[src/rtl/multicycle_control_pkg.sv]
// Shared encodings for the multicycle sequencer: FSM states, RV32I opcodes and
// the datapath mux / ALU / immediate select codes driven onto the shared datapath.
package multicycle_control_pkg;

  typedef enum logic [3:0] {
    StFetch,
    StDecode,
    StMemAdr,
    StMemRead,
    StMemWb,
    StMemWrite,
    StExecR,
    StExecI,
    StAluWb,
    StBranch,
    StJal,
    StJalr,
    StLink,
    StTrap
  } state_e;

  // Opcodes (IR[6:0])
  localparam logic [6:0] OpLoad   = 7'b0000011;
  localparam logic [6:0] OpStore  = 7'b0100011;
  localparam logic [6:0] OpRType  = 7'b0110011;
  localparam logic [6:0] OpIAlu   = 7'b0010011;
  localparam logic [6:0] OpBranch = 7'b1100011;
  localparam logic [6:0] OpJal    = 7'b1101111;
  localparam logic [6:0] OpJalr   = 7'b1100111;
  localparam logic [6:0] OpLui    = 7'b0110111;

  // ALUControl
  localparam logic [3:0] AluAdd  = 4'b0000;
  localparam logic [3:0] AluSub  = 4'b0001;
  localparam logic [3:0] AluAnd  = 4'b0010;
  localparam logic [3:0] AluOr   = 4'b0011;
  localparam logic [3:0] AluXor  = 4'b0100;
  localparam logic [3:0] AluSlt  = 4'b0101;
  localparam logic [3:0] AluSltu = 4'b0110;
  localparam logic [3:0] AluSll  = 4'b0111;
  localparam logic [3:0] AluSrl  = 4'b1000;
  localparam logic [3:0] AluSra  = 4'b1001;

  // ImmSrc
  localparam logic [2:0] ImmI = 3'b000;
  localparam logic [2:0] ImmS = 3'b001;
  localparam logic [2:0] ImmB = 3'b010;
  localparam logic [2:0] ImmJ = 3'b011;
  localparam logic [2:0] ImmU = 3'b100;

  // ALUSrcA / ALUSrcB
  localparam logic [1:0] SrcAPc    = 2'b00;
  localparam logic [1:0] SrcAOldPc = 2'b01;
  localparam logic [1:0] SrcARs1   = 2'b10;
  localparam logic [1:0] SrcAZero  = 2'b11;
  localparam logic [1:0] SrcBRs2   = 2'b00;
  localparam logic [1:0] SrcBImm   = 2'b01;
  localparam logic [1:0] SrcBFour  = 2'b10;

  // ResultSrc
  localparam logic [1:0] ResAluOut    = 2'b00;
  localparam logic [1:0] ResReadData  = 2'b01;
  localparam logic [1:0] ResAluResult = 2'b10;

  localparam logic [1:0] DtWord = 2'b10;

  // ALU mode requested by the FSM from mc_alu_decode
  localparam logic [1:0] AluModeAdd    = 2'b00;
  localparam logic [1:0] AluModeFunct  = 2'b01;
  localparam logic [1:0] AluModeBranch = 2'b10;

  function automatic logic [2:0] imm_src_for(input logic [6:0] op);
    logic [2:0] imm;
    case (op)
      OpStore:  imm = ImmS;
      OpBranch: imm = ImmB;
      OpJal:    imm = ImmJ;
      OpLui:    imm = ImmU;
      default:  imm = ImmI;
    endcase
    return imm;
  endfunction

endpackage

[src/rtl/multicycle_control_alu_decode.sv]
// mc_alu_decode: combinational ALU operation select.
//   op_i, funct3_i, funct75_i : instruction register fields
//   alu_mode_i                : add / funct3 decode / branch compare, chosen by the FSM
//   alu_control_o             : ALUControl encoding
module mc_alu_decode
  import multicycle_control_pkg::*;
(
  input  logic [6:0] op_i,
  input  logic [2:0] funct3_i,
  input  logic       funct75_i,
  input  logic [1:0] alu_mode_i,
  output logic [3:0] alu_control_o
);

  always_comb begin
    alu_control_o = AluAdd;
    unique case (alu_mode_i)
      AluModeFunct: begin
        // LUI computes 0 + imm, so it always adds regardless of funct3
        if (op_i != OpLui) begin
          unique case (funct3_i)
            3'b000:  alu_control_o = (op_i == OpRType && funct75_i) ? AluSub : AluAdd;
            3'b001:  alu_control_o = AluSll;
            3'b010:  alu_control_o = AluSlt;
            3'b011:  alu_control_o = AluSltu;
            3'b100:  alu_control_o = AluXor;
            3'b101:  alu_control_o = funct75_i ? AluSra : AluSrl;
            3'b110:  alu_control_o = AluOr;
            default: alu_control_o = AluAnd;
          endcase
        end
      end
      AluModeBranch: begin
        // beq/bne compare by subtraction; blt/bge/bltu/bgeu by set-less-than
        if (!funct3_i[2]) alu_control_o = AluSub;
        else if (funct3_i[1]) alu_control_o = AluSltu;
        else alu_control_o = AluSlt;
      end
      default: alu_control_o = AluAdd;
    endcase
  end

endmodule

[src/rtl/multicycle_control.sv]
// multicycle_control: multicycle RV32I sequencer sharing one ALU and one memory port.
//   clk, rst (sync, active high)       : clock and reset
//   op, funct3, funct75, Zero          : IR fields and ALU zero flag
//   mem_ready                          : memory completes the requested access this cycle
//   mem_req, MemWrite, AdrSrc          : memory port control
//   IRWrite, PCWrite, RegWrite         : architectural write enables
//   ALUSrcA, ALUSrcB, ALUControl       : ALU operand and operation select
//   ResultSrc, ImmSrc, DataType        : result mux, immediate format, access size
//   illegal                            : one-cycle pulse on an unsupported opcode
module multicycle_control
  import multicycle_control_pkg::*;
(
  input  logic       clk,
  input  logic       rst,
  input  logic [6:0] op,
  input  logic [2:0] funct3,
  input  logic       funct75,
  input  logic       Zero,
  input  logic       mem_ready,
  output logic       mem_req,
  output logic       MemWrite,
  output logic       AdrSrc,
  output logic       IRWrite,
  output logic       PCWrite,
  output logic       RegWrite,
  output logic [1:0] ALUSrcA,
  output logic [1:0] ALUSrcB,
  output logic [3:0] ALUControl,
  output logic [1:0] ResultSrc,
  output logic [2:0] ImmSrc,
  output logic [1:0] DataType,
  output logic       illegal
);

  state_e     state_q, state_d;
  logic [1:0] alu_mode;
  logic [3:0] alu_ctrl;

  mc_alu_decode u_alu_decode (
    .op_i          (op),
    .funct3_i      (funct3),
    .funct75_i     (funct75),
    .alu_mode_i    (alu_mode),
    .alu_control_o (alu_ctrl)
  );

  always_ff @(posedge clk) begin
    if (rst) state_q <= StFetch;
    else     state_q <= state_d;
  end

  assign ALUControl = rst ? 4'b0000 : alu_ctrl;

  always_comb begin
    state_d   = state_q;
    mem_req   = 1'b0;
    MemWrite  = 1'b0;
    AdrSrc    = 1'b0;
    IRWrite   = 1'b0;
    PCWrite   = 1'b0;
    RegWrite  = 1'b0;
    ALUSrcA   = SrcAPc;
    ALUSrcB   = SrcBRs2;
    ResultSrc = ResAluOut;
    ImmSrc    = ImmI;
    DataType  = DtWord;
    illegal   = 1'b0;
    alu_mode  = AluModeAdd;

    unique case (state_q)
      StFetch: begin
        mem_req   = 1'b1;
        ALUSrcB   = SrcBFour;
        ResultSrc = ResAluResult;
        if (mem_ready) begin
          IRWrite = 1'b1;
          PCWrite = 1'b1;
          state_d = StDecode;
        end
      end
      StDecode: begin
        // Precompute branch / JAL target into ALUOut
        ALUSrcA = SrcAOldPc;
        ALUSrcB = SrcBImm;
        ImmSrc  = imm_src_for(op);
        case (op)
          OpLoad, OpStore: state_d = StMemAdr;
          OpRType:         state_d = StExecR;
          OpIAlu, OpLui:   state_d = StExecI;
          OpBranch:        state_d = StBranch;
          OpJal:           state_d = StJal;
          OpJalr:          state_d = StJalr;
          default:         state_d = StTrap;
        endcase
      end
      StMemAdr: begin
        // ImmExt is combinational off IR, so keep the format selected while it is consumed
        ALUSrcA  = SrcARs1;
        ALUSrcB  = SrcBImm;
        ImmSrc   = imm_src_for(op);
        DataType = funct3[1:0];
        state_d  = (op == OpStore) ? StMemWrite : StMemRead;
      end
      StMemRead: begin
        mem_req  = 1'b1;
        AdrSrc   = 1'b1;
        DataType = funct3[1:0];
        if (mem_ready) state_d = StMemWb;
      end
      StMemWb: begin
        ResultSrc = ResReadData;
        RegWrite  = 1'b1;
        DataType  = funct3[1:0];
        state_d   = StFetch;
      end
      StMemWrite: begin
        mem_req  = 1'b1;
        MemWrite = 1'b1;
        AdrSrc   = 1'b1;
        DataType = funct3[1:0];
        if (mem_ready) state_d = StFetch;
      end
      StExecR: begin
        ALUSrcA  = SrcARs1;
        alu_mode = AluModeFunct;
        state_d  = StAluWb;
      end
      StExecI: begin
        ALUSrcA  = (op == OpLui) ? SrcAZero : SrcARs1;
        ALUSrcB  = SrcBImm;
        ImmSrc   = imm_src_for(op);
        alu_mode = AluModeFunct;
        state_d  = StAluWb;
      end
      StAluWb: begin
        RegWrite = 1'b1;
        state_d  = StFetch;
      end
      StBranch: begin
        ALUSrcA  = SrcARs1;
        alu_mode = AluModeBranch;
        // funct3[0] inverts the sense (bne/bge); funct3[2] maps SLT=1 (Zero=0) to taken
        PCWrite  = Zero ^ funct3[0] ^ funct3[2];
        state_d  = StFetch;
      end
      StJal: begin
        // Jump to the target held in ALUOut while computing OldPC+4 for the link
        ALUSrcA = SrcAOldPc;
        ALUSrcB = SrcBFour;
        PCWrite = 1'b1;
        state_d = StAluWb;
      end
      StJalr: begin
        ALUSrcA   = SrcARs1;
        ALUSrcB   = SrcBImm;
        ImmSrc    = imm_src_for(op);
        ResultSrc = ResAluResult;
        PCWrite   = 1'b1;
        state_d   = StLink;
      end
      StLink: begin
        ALUSrcA   = SrcAOldPc;
        ALUSrcB   = SrcBFour;
        ResultSrc = ResAluResult;
        RegWrite  = 1'b1;
        state_d   = StFetch;
      end
      StTrap: begin
        illegal = 1'b1;
        state_d = StFetch;
      end
      default: state_d = StFetch;
    endcase

    // Reset quiets the whole datapath interface in the same cycle
    if (rst) begin
      mem_req   = 1'b0;
      MemWrite  = 1'b0;
      AdrSrc    = 1'b0;
      IRWrite   = 1'b0;
      PCWrite   = 1'b0;
      RegWrite  = 1'b0;
      ALUSrcA   = 2'b00;
      ALUSrcB   = 2'b00;
      ResultSrc = 2'b00;
      ImmSrc    = 3'b000;
      DataType  = 2'b00;
      illegal   = 1'b0;
    end
  end

endmodule

[config.mk]
export PLATFORM = sky130hd
export DESIGN_NAME = multicycle_control
export DESIGN_NICKNAME = d
export VERILOG_FILES = /design/src/rtl/multicycle_control_pkg.sv /design/src/rtl/multicycle_control_alu_decode.sv /design/src/rtl/multicycle_control.sv
export SDC_FILE = /design/constraint.sdc
export NUM_CORES = 1
export LEC_CHECK = 0
export ABC_AREA = 1
export CAP_MARGIN = 20
export CORE_MARGIN = 2
export CORE_UTILIZATION = 43
export CTS_CLUSTER_DIAMETER = 30
export DETAILED_ROUTE_END_ITERATION = 10
export PLACE_DENSITY = 0.8
export REMOVE_ABC_BUFFERS = 1
export SYNTH_ARGS = -nofsm -noshare
export SYNTH_HDL_FRONTEND = slang
export SYNTH_HIERARCHICAL = 1
export SYNTH_SLANG_ARGS = --single-unit
[constraint.sdc]
create_clock -name clk -period 2.6 [get_ports clk]
set_clock_uncertainty 0.2 [all_clocks]
set_input_delay 0.52 -clock clk [delete_from_list [all_inputs] [get_ports clk]]
set_output_delay 0.52 -clock clk [all_outputs]
set_load 0.03 [all_outputs]
---- After elaboration in Yosys (flattened, before gate mapping) ----
Index checks and enable logic that the tools add are counted.
storage, ports and cells
  register bits ........................... 4
  bits of input ports ..................... 15
  output and inout bits ................... 22
  logic and storage cells ................. 96
operators by class
  equality and inequality tests ........... 33
  multiplexer cells ....................... 42
  bitwise operators ....................... 2
  reduce and logical (&&, ||, !) cells .... 18
operators with widths
  operator              count
  $pmux W4 S7           2
  $eq A4 B4 Y1 const B  6
  $mux W4               6
  $pmux W4 S6           1
  $eq A7 B6 Y1 const B  3
  $eq A7 B7 Y1 const B  3
  $reduce_or A3 Y1      6
  $mux W1               17
  $eq A4 B3 Y1 const B  4
  $mux W2               6
  $pmux W2 S2           3
  $pmux W3 S4           1
  $reduce_or A4 Y1      3
  $reduce_or A2 Y1      5
  $eq A3 B3 Y1 const B  3
  $mux W3               3
  $eq A4 B2 Y1 const B  2
  $pmux W4 S2           1
  $eq A7 B2 Y1 const B  1
  $eq A7 B5 Y1 const B  1
  $ne A7 B6 Y1 const B  1
  $eq A3 B2 Y1 const B  2
  $ne A2 B2 Y1 const B  3
  $pmux W2 S3           1
  10 further kinds      11

---- Longest topological paths before layout ----
Gate-level depths: netlist of run 1.
  depth after elaboration ................. 7
  depth in mapped cells ................... 12
  depth with buffers taken out ............ 12

---- Cells and area by module ----
Netlist of run 1, hierarchy kept.
modules (own cells, without submodules)
  module              instances  cells each  area an instance (sq um)  seq. area each (sq um)
  multicycle_control  1          141         723.2                     80.1
  mc_alu_decode       1          42          205.2                     0.0

---- Worst setup path after synthesis of run 1 ----
Ideal clock, no wire load.
  path type ............................... flip-flop to output port
  from .................................... register state_q[3]
  to ...................................... output ALUControl[3]
  arrival time ............................ 1.767 ns
  required time ........................... 1.880 ns
  path slack .............................. 0.113 ns
  stages on the path, launching flop included .. 9
  path buffers ............................ 0
  cell sequence ........................... dfxtp_1 inv_2 nand2_1 nor2_1 inv_1 ha_1 nor4_1 inv_1 nor2_1
on the way
  cells in the longest elaborated chain, start to end .. 6
  elaborated cells between the ends (all ways) .. 9
  those cells by class .................... eq/ne (5); mux (3); reduce/logical (1)
ends and longest elaborated chain
  what                                                 line                                 RTL
  start, declared                                      multicycle_control.sv:35             state_e state_q, state_d;
  start signal, assigned                               multicycle_control.sv:48             if (rst) state_q <= StFetch;
  start signal, assigned                               multicycle_control.sv:49             else state_q <= state_d;
  $eq A4 B3 Y1                                         multicycle_control.sv:70             unique case (state_q)
  $reduce_or A2 Y1 (no line)                           n/a
  $pmux W2 S2 *                                        multicycle_control.sv:70
  named net alu_mode[0]                                multicycle_control.sv:36             logic [1:0] alu_mode;
  $eq A2 B2 Y1 / $eq A2 B1 Y1 (equally long branches)  multicycle_control_alu_decode.sv:17  unique case (alu_mode_i)
  $pmux W4 S2 *                                        multicycle_control_alu_decode.sv:17
  named net alu_ctrl[3]                                multicycle_control.sv:37             logic [3:0] alu_ctrl;
  $mux W4 *                                            multicycle_control.sv:52             assign ALUControl = rst ? 4'b0000 : alu_ctrl;
  end, declared                                        multicycle_control.sv:28             output logic [3:0] ALUControl,
The timed path passes the listed nets; every way through them passes the cells marked *.

---- Worst setup path after layout of run 1 ----
  from .................................... register state_q[3]
  to ...................................... output ALUControl[2]
The elaborated chain is that of the path after synthesis.

==> metrics.md, run 1 <==
| Metric | Value |
|---|---|
| Largest registers | state_q (4) |
| Port bufs | 36 |
| Number of flip-flops in the largest register | 4 |
| # H-tree levels | 1 |
| Fill count | 174 |
| Die area | between 2000 and 3000 um2 |
| RSZ-0062 raised after global routing | yes |
| ANT nets after route | 0 |
| Post-CTS Hold Buffers | 0 |
| Routed length per placed instance | about 11 um |
| Via count | between 1000 and 1500 |
| Core region area | 2002 um2 |
| I/O pin count | 37 |
| Register area | about 85 um2 |
| Vias per cell | between 4 and 5 |
| Clock-pin slew on the worst setup and hold paths | roughly 0.04 ns |
| NetSw | 412.8 uW |
| Sw Ratio | around 54% |
| Vias in the first global route | between 1000 and 1500 |
| Hpwl dp | ~2.3 mm |
| Area growth syn-to-layout | 59.16% |
| WL final | around 2.9 mm |
| Worst-path cell chain | inv_2 > nor2_4 > inv_2 > nor2_4 > inv_1 > ha_4 > inv_2 > a21oi_1 > o211ai_1 > a21oi_1 > inv_1 > nor2_1 > buf_4 |
| Slew HR | about 83% |
| Worst Path Buf+Inv | 6 |
| Max_cap viols | 0 |
| Distinct cells, synth | 31 |
| Power per cell area | 515.1 nW/um2 |
| Register bit total from synthesis | 4 |
| Num rows | 16 |
| TritonCTS clock tree | built |
| Slew @ Worst Pin | ~0.26 ns |
| Die Wd | around 50 um |
| CP Data Arrival Time | about 1.8 ns |
| Commonest non-fill, non-tap cell in the layout | nand2_1 |
| Clk pwr share | 9.9% |
| Yosys warnings | 6 |
| Peak VDD IR | 548.7 uV |
| Die Y | about 50 um |
| Hold Vio Cnt, Final | 0 |
| Synth area leaders | nand2_1 (16%), inv_1 (16%), nor2_1 (13%), dfxtp_1 (8.6%), a21oi_1 (6.5%) |
| Max incr delay on CP | between 0.3 and 0.4 ns |
| Combinational share of power | ~76% |
| Leakage power | 0.0007732 uW |
| Final GP Congestion | 0.8973 |
| Footprint of the multi-input gates | 747.0 um2 |
| Clk_lat worst skew | ~0.23 ns |
| Residual DRC | 0 |
| Post-synth EDFFs | 0 |
| Pwr Total | about 760 uW |
| Count of final setup violators | 0 |
| CP Data Required Time | 1.88 ns |
| Most frequent cells in the layout | nand2_1 (39), buf_4 (38), inv_1 (34) |
| Non-Filler Instances | roughly 260 |
| Int Pwr | roughly 350 uW |
| Root Buffer | clkbuf_4 |
| Hold Crit Class | reg -> reg |
| Crit-path max FO | 4 |
| Final worst path period share | approximately 97% |
| Placed cell area | roughly 1300 um2 |
| Crit-path slowest cell | dfxtp_2 |
| Synth top area share | 16.17% |
| Detailed Routing Iterations Pass 1 | 5 |
| Mapped Area | approximately 930 um2 |
| Placed Cells | between 200 and 300 |
| Largest delay share family, worst path | buffers and inverters |
| Sequential power share | between 10% and 20% |
| Reg with most FFs | state_q |
| Synth area leader | nand2_1 |
| Starting Density | 46.37% |
| Sequential element share of the synthesized area | between 8 and 9% |
| Design area | roughly 1500 um2 |
| Antenna violations before repair | 0 |
| Util after Layout | 73.81% |
| Clock buffer depth | 2 |
| Tot GR Track Use | a little over a fifth |
| Dpl ws | -0.07161 ns |
| Num Clock Sinks | 4 |
| DR iter-0 viols | 52 |
| Final worst setup slack | 0.06813 ns |
| Critical setup path kind | reg -> out |
| Top_reg_cell synth | dfxtp_1 |
| Synth Instances | between 150 and 200 |
| Worst setup SP type | flip-flop |
| Max frequency | around 0.4 GHz |
| Avg Inst Size Synth | between 5 and 6 um2 |
| Antenna Diode Count | 0 |
| CTS buffer count | 3 |
| Total Nets Final | about 260 |
| Outcome | complete, no violations |
| GRT overflow | 0 |
| Slew Viols, Final | 0 |
| Crit end category | output port |
| Crit path time final | approximately 2.5 ns |
| First-pass GRT wire length | around 4.5 mm |
| Asr flop ratio synth | 0% |
| Layout cells sized above 1 | about a third |
| Pin count of the biggest net entering global routing | 12 |
| Most frequent CP cell | inv_2 |
## through the flow
stage | hold slack [ns] | TNS (ns)
final | 0.3426 | 0
after global routing | 0.3803 | -0.08827
after CTS | 0.3908 | 0
after detailed placement | 0.3854 | -0.1527
after global placement | 0.4006 | -0.02923
after floorplan | 0.3481 | 0
## cells in the mapped netlist (2+ instances only)
cell,number
ha_1,2
o21ai_1,2
dfxtp_1,4
nand2_2,4
inv_1,39
nor2_2,4
nor3_1,5
nand2_4,2
nor2_1,32
inv_2,3
nand3_1,12
a21oi_2,4
nand2_1,40
a21oi_1,12
o21ai_0,2
## layout make-up
cell class	count	share of cell area, %
multi-input combinational	134	50.55
tap	27	2.286
sequential	4	5.758
timing repair buffer	52	28.96
inverter	43	10.92
clock buffer	3	1.524
## power groups by stage
stage               Combinational (uW)  Sequential, uW  Clock [uW]
floorplan                          361            95.3           0
global placement                   520             100           0
detailed placement                 528            99.1           0
CTS                                533            98.3        79.1
global route                       632             108        85.0
finish                             581             105        75.3
## cells by family (layout without fill, tap and decap cells)
kind of cell    after synthesis  in the layout  share of synthesized area (%)
simple gates                103            103                          49.73
xor+xnor                      2              2                          1.887
buf+inv                      45             98                          19.00
flops                         4              4                          8.626
fa+ha+maj                     2              2                          2.695
compound gates               27             27                          18.06
## tightest hold or removal path: stages (launching register included)
cell	delay [ns]
dfxtp_2	0.35
nand3_1	0.10
a21oi_2	0.05
## per-layer routing
metal  global-route usage [%]  vias to the layer above  share of wire (%)
met2                    38.60                       48                 49
met3                    2.976                        2                6.4
met4                    2.252                        0               0.65
li1                         -                      678                  -
met1                    29.01                      549                 44
met5                        0                        -                  0
## final timing paths
check | slack (ns) | to | depth (start not counted) | from
max | 0.07 | ALUControl[2] | 13 | state_q[3]
min reg2reg | 0.34 | state_q[0] | 2 | state_q[0]
min | 0.34 | state_q[0] | 2 | state_q[0]
max reg2reg | 1.03 | state_q[1] | 10 | state_q[3]
## repair_timing
action	in CTS	in global routing
setup endpoints to repair	4	7
resized for setup	13	26
hold endpoints to repair	0	0
setup buffers	0	4
pin swaps	1	12
Power figures use the tool's default switching activity.
==> inputs of run 2 (changes only) <==
--- a/config.mk
+++ b/config.mk
@@ -5,13 +5,13 @@
 export SDC_FILE = /design/constraint.sdc
 export NUM_CORES = 1
 export LEC_CHECK = 0
-export ABC_AREA = 1
+export ABC_AREA = 0
 export CAP_MARGIN = 20
 export CORE_MARGIN = 2
-export CORE_UTILIZATION = 43
+export CORE_UTILIZATION = 44
 export CTS_CLUSTER_DIAMETER = 30
 export DETAILED_ROUTE_END_ITERATION = 10
-export PLACE_DENSITY = 0.8
+export PLACE_DENSITY = 0.81
 export REMOVE_ABC_BUFFERS = 1
 export SYNTH_ARGS = -nofsm -noshare
 export SYNTH_HDL_FRONTEND = slang
==> run 2 against run 1 <==
  * The flow now finishes with violations (negative setup slack)
  * Sequential share of layout area down 0.14 points
  * Non-clock buffer count is 12 higher
  * Maximum frequency is 3.8% lower
  * Cell count decreased by 11%
  * Via count is 8.0% higher
  * Final area is 8.6% higher
  * Clock power rose by 10%
  * Combinational power decreased by 48%
  * Largest power group unchanged
  * Highest routed layer unchanged
==> metrics.md, run 2 <==
| Metric | Value |
|---|---|
| Outcome | complete, but fails checks |
| Failing checks | negative setup slack |
| Worst hold slack | approximately 0.52 ns |
| Footprint of the multi-input gates | approximately 910 um2 |
| Core region area | around 2000 um2 |
| First-pass GRT wire length | 5.644 mm |
| Die area | around 2500 um2 |
| Pin count of the biggest net entering global routing | 18 |
| Port bufs | 36 |
| WL final | ~3.6 mm |
| Die Y | a little over 50 um |
| FF-to-FF setup slack | between 0.4 and 0.5 ns |
| GRT overflow | 0 |
| CTS buffer count | 3 |
| Total Nets Final | roughly 230 |
| CP Data Arrival Time | ~1.9 ns |
| Hold Vio Cnt, Final | 0 |
| Antenna violations before repair | 0 |
| Sequential element share of the synthesized area | under 10% |
| Slew @ Worst Pin | roughly 0.56 ns |
| Power per cell area | between 200 and 300 nW/um2 |
| Area growth syn-to-layout | 69.80% |
| Yosys warnings | 6 |
| Peak VDD IR | 283.7 uV |
| Via count | approximately 1400 |
| Count leader, synth | nor2_1 |
| Detailed Routing Iterations Pass 1 | 4 |
| Num Clock Sinks | 4 |
| Crit path time final | about 2.6 ns |
| Hold Crit Class | reg -> reg |
| Hpwl dp | ~2.4 mm |
| R2R depth | 5 |
| R2R Path End | state_q[2] |
| # H-tree levels | 1 |
| Max frequency | about 0.38 GHz |
| Synth top area share | about 8.5% |
| Max incr delay on CP | between 0.3 and 0.4 ns |
| Register bit total from synthesis | 4 |
| Synth area leaders | dfxtp_1 (8.5%), nor2b_1 (7.3%), nor2_1 (6.8%), a21oi_1 (5.8%), nand2b_1 (5.3%) |
| Most frequent cells in the layout | buf_4 (47), nor2_1 (14), nand2_1 (11), a21oi_1 (11), nor2b_1 (9) |
| Post-CTS Hold Buffers | 0 |
| TritonCTS clock tree | built |
| Register area | 90.09 um2 |
| Synth area leader | dfxtp_1 |
| Fill count | about 150 |
| Leakage power | roughly 0.0007 uW |
| Antenna Diode Count | 0 |
| Clock buffer depth | 2 |
| RSZ-0062 raised after global routing | yes |
| Top_reg_cell synth | dfxtp_1 |
| Worst setup SP type | flip-flop |
| Crit end category | output port |
| Most frequent cells after synthesis | nor2_1 (17), a21oi_1 (11), nand2_1 (11), nor2b_1 (11), clkbuf_1 (9) |
| CP Depth | 10 |
| Slew Viols, Final | 0 |
| Routed length per placed instance | 15.45 um |
| Avg Inst Size Synth | 6.340 um2 |
| Final worst path period share | 101.2% |
| Final GP Congestion | between 0.8 and 0.9 |
| Die Wd | 50.34 um |
| Layout cells sized above 1 | 39.81% |
| Reg with most FFs | state_q |
| Commonest non-fill, non-tap cell in the layout | buf_4 |
| Num rows | 16 |
| Critical setup path kind | reg -> out |
| Vias per cell | approximately 5.9 |
| Hold Path Depth | 4 |
| I/O pin count | 37 |
| Residual DRC | 0 |
| Vias in the first global route | approximately 1300 |
| Worst Path Buf+Inv | 3 |
| Worst-path cell chain | nand2b_4 > nor2_4 > inv_2 > ha_4 > inv_2 > a31oi_4 > nand2_2 > nor4b_2 > nor2b_1 > buf_4 |
| Slew HR | between 60% and 70% |
| Asr flop ratio synth | 0% |
| Tot GR Track Use | between 20% and 30% |
| CP Data Required Time | about 1.9 ns |
| Mapped Area | 944.7 um2 |
| Largest registers | state_q (4) |
| Clock-pin slew on the worst setup and hold paths | around 0.04 ns |
| Final worst setup slack | -0.03087 ns |
| Clk_lat worst skew | approximately 0.24 ns |
| Distinct cells, synth | 46 |
| Worst hold path endpoint | state_q[1] |
| Largest delay share family, worst path | simple AND/OR/NAND/NOR gates |
| Crit-path slowest cell | dfxtp_4 |
| Count of final setup violators | 2 |
| ANT nets after route | 0 |
| Synth Instances | between 100 and 150 |
| Root Buffer | clkbuf_4 |
| Crit Reg-Reg Startpoint | state_q[2] |
| Max_cap viols | 0 |
| HP Start | state_q[0] |
| Most frequent CP cell | inv_2 |
| Crit-path max FO | 4 |
| Number of flip-flops in the largest register | 4 |
| DR iter-0 viols | 34 |
| Starting Density | 47.19% |
| Post-synth EDFFs | 0 |
| Final setup TNS | -0.04622 ns |
-- run 2: cell count changes in the layout (fill, tap and decap cells not counted), sizes merged, moves of 6 or more --
cell / before / now
nor2b: 0 / 11
nand2: 46 / 12
nand3: 12 / 6
nand2b: 0 / 8
buf: 38 / 50
nor2: 37 / 17
inv: 42 / 8
-- run 2: cells by family (layout without fill, tap and decap cells) --
logic type	after synthesis	after routing	synth area share [%]
simple gates	83	83	49.27
compound gates	38	38	27.81
buf+inv	19	76	7.549
flops	4	4	8.477
xor+xnor	3	3	4.239
fa+ha+maj	2	2	2.649
-- run 2: final cells by class --
class / instances / area share, %
clock buffers: 3 / 1.404
well taps: 27 / 2.106
multi-input cells: 126 / 56.55
flip-flops and latches: 4 / 5.616
repair buffers: 64 / 32.06
inverters: 9 / 2.262
-- run 2: metal layers --
layer	GRT usage (%)	vias to the layer above	part of all wire (%)
met3	1.786	14	6.4
li1	-	659	-
met1	32.49	640	41
met4	15.32	0	3.2
met5	0	-	0
met2	52.85	66	49
-- run 2: where the power goes --
part	leakage, uW	switching, uW	total, uW	internal, uW
clock network	0.0000138	31.1	83.1	52.0
registers	0.0000350	10.7	78.8	68.1
logic	0.000644	172	303	131
total	0.000693	214	465	251
-- run 2: repair_timing --
action	in CTS	in global routing
setup buffers	2	3
resized for setup	31	20
endpoints found under the setup margin	9	9
cloned	0	0
pin swaps	8	8
-- run 2: worst max path at each step --
stage / startpoint / end / slack, ns
after floorplan: state_q[1] / ALUControl[3] / -0.29
after global placement: op[3] / ALUControl[3] / -0.15
after detailed placement: op[3] / ALUControl[3] / -0.23
after CTS: state_q[3] / ALUControl[3] / -0.01
after global routing: state_q[3] / ALUControl[3] / -0.07
final: state_q[2] / ALUControl[3] / -0.03
-- run 2: metrics by stage --
| stage | cells | total power (uW) | setup slack [ns] | util (%) | instance area [um2] |
|---|---|---|---|---|---|
| after floorplan | 139 | 222.9 | -0.2911 | - | 907.1 |
| after global placement | 225 | 339.6 | -0.1492 | 70.88 | 1419 |
| after detailed placement | 225 | 347.4 | -0.2314 | 70.88 | 1419 |
| after CTS | 230 | 435.4 | -0.01025 | 75.81 | 1518 |
| after global routing | 233 | 491.7 | -0.07334 | 80.13 | 1604 |
| final | 233 | 464.5 | -0.03087 | 80.13 | 1604 |
-- run 2: worst reg2reg max path, stage by stage (launching register included) --
cell,delay (ns)
dfxtp_4,0.36
buf_4,0.19
nor2_1,0.45
nand2_1,0.16
or4_1,0.50
a31oi_1,0.21
==> variant, RTL diff (flow settings as in run 2) <==
Reset style: asynchronous (`rst`), changed in one clocked block.
--- a/src/rtl/multicycle_control.sv
+++ b/src/rtl/multicycle_control.sv
@@ -46,3 +46,3 @@
 
-  always_ff @(posedge clk) begin
+  always_ff @(posedge clk or posedge rst) begin
     if (rst) state_q <= StFetch;
Check against the original RTL: same outputs for any inputs over 10 cycles, from zero or initial values and one cycle with rst high; that may be too few to reach the edited logic, so the function may still have changed.
==> variant against run 2 <==
  * The flow still finishes with violations (negative setup slack)
  * Design area is 2.3% higher
  * Synthesized area up 0.79%
  * Sequential cell count stayed put
  * Global-route usage is 2.2 points lower
  * Critical path depth decreased by 1
  * Synthesized cell count decreased by 11%
  * Setup slack got worse by 0.12 ns
  * Routed wire length is 14% higher
  * Utilization grew 1.9 points
Power is not compared: it rests on default switching activity, and its combinational part moved more than twofold at a synthesized area within 25%.
==> variant: results (changes against run 2) <==
seq_area_frac_synth_pct: 10.5  # was 8.48%
setup_viol: 4  # was 2
r2r_slack_ns: 0.58  # was 0.44 ns
seq_share_pct: 6.40  # was 5.62%
status: "finished with violations"  # unchanged
drt_iter0_markers: 69  # was 34
nFillCells: 134  # was 146
grt_use_met2_pct: 45.6  # was 52.9%
numPlacedInstances: 211  # was 225
seq_cells: 4  # unchanged
worst_path_largest_cell_delay_ns: 0.44  # was 0.38 ns
finalSetupTns_ns: -0.344  # was -0.0462 ns
num-nonclk-inverters: 4  # was 9
synth-async-reset-ratio_pct: 100  # was 0%
cp_max_fo: 5  # was 4
rr_startpoint: "state_q[2]"  # unchanged
synth_area_leaders: "dfrtp_1 (11%), nor2b_1 (6.6%), nor2_1 (6.3%)"  # was dfxtp_1 (8.5%), nor2b_1 (7.3%), nor2_1 (6.8%)
ys_top_cells_by_count: "nor2_1 (16), nor3_1 (11), nor2b_1 (10)"  # was nor2_1 (17), a21oi_1 (11), nand2_1 (11), nor2b_1 (11), clkbuf_1 (9)
reg2regPathDepth: 4  # was 5
signal_buffers: 68  # was 64
cp_slowest_cell: "dfrtp_2"  # was dfxtp_4
grt_max_degree: 21  # was 18
grtUsageTotal_pct: 26.5  # was 28.6%
viasPerCell: 6.18  # was 5.92
fin_ws_ns: -0.146  # was -0.0309 ns
wl_per_cell_um: 18.6  # was 15.5 um
multi_input_area_um2: 887  # was 907 um^2
violations: "negative setup slack"  # unchanged
drive_gt1_share_pct: 45.6  # was 39.8%
hold_class: "input port to async pin"  # was flop to flop
wl_met1_um: 1570  # was 1480 um
global_route.usage.met1_pct: 35.0  # was 32.5%
hpwl_um: 2490  # was 2380 um
comb.multi_input.count: 114  # was 126
yosys.area.top_type: "dfrtp_1"  # was dfxtp_1
variant: report_power, final:
group          switching (mW)  leakage [nW]  internal, mW  total [mW]
clock                  0.0333        0.0138        0.0522      0.0855
combinational           0.569         0.661         0.435        1.00
sequential             0.0510        0.0456        0.0907       0.142
variant: worst max-delay path by stage:
stage / from / end / slack [ns] / cells past startpoint
4_1_cts: state_q[1] / ALUControl[1] / -0.02 / 9
5_1_grt: state_q[2] / ALUControl[1] / -0.22 / 9
2_1_floorplan: state_q[1] / mem_req / -0.56 / 2
3_3_place_gp: op[3] / ALUControl[3] / -0.18 / 7
6_report: state_q[2] / ALUControl[1] / -0.15 / 9
3_5_place_dp: op[3] / ALUControl[1] / -0.22 / 7
variant: what timing repair did:
| item | CTS | global route |
|---|---|---|
| endpoints found under the hold margin | 0 | 0 |
| cloned | 0 | 1 |
| setup buffers | 2 | 3 |
| pin swaps | 5 | 2 |
| gates resized for setup | 18 | 29 |
| endpoints found under the setup margin | 10 | 10 |
variant: stage by stage:
stage	hold slack [ns]	util [%]	instance area, um^2	power [mW]	worst slack, ns
after floorplan	0.108	-	905	0.581	-0.564
after global placement	0.584	71.9	1440	0.869	-0.183
after detailed placement	0.591	71.9	1440	0.885	-0.222
after CTS	0.583	74.1	1480	0.998	-0.0169
after global routing	0.388	82.0	1640	1.30	-0.221
final	0.366	82.0	1640	1.23	-0.146
variant: worst register-to-register path: stages (launching register included):
cell and delay, ns:
dfrtp_2 0.45, buf_4 0.19, nand3b_1 0.19, a2111oi_0 0.60
o22ai_1 0.21
variant: cells by family after synthesis:
kind of cell    share of synthesized area (%)
simple gates                             50.9
compound gates                           21.3
buf+inv                                  6.57
xor+xnor                                 7.10
flops                                    10.5
fa+ha+maj                                2.63
mux                                      1.05
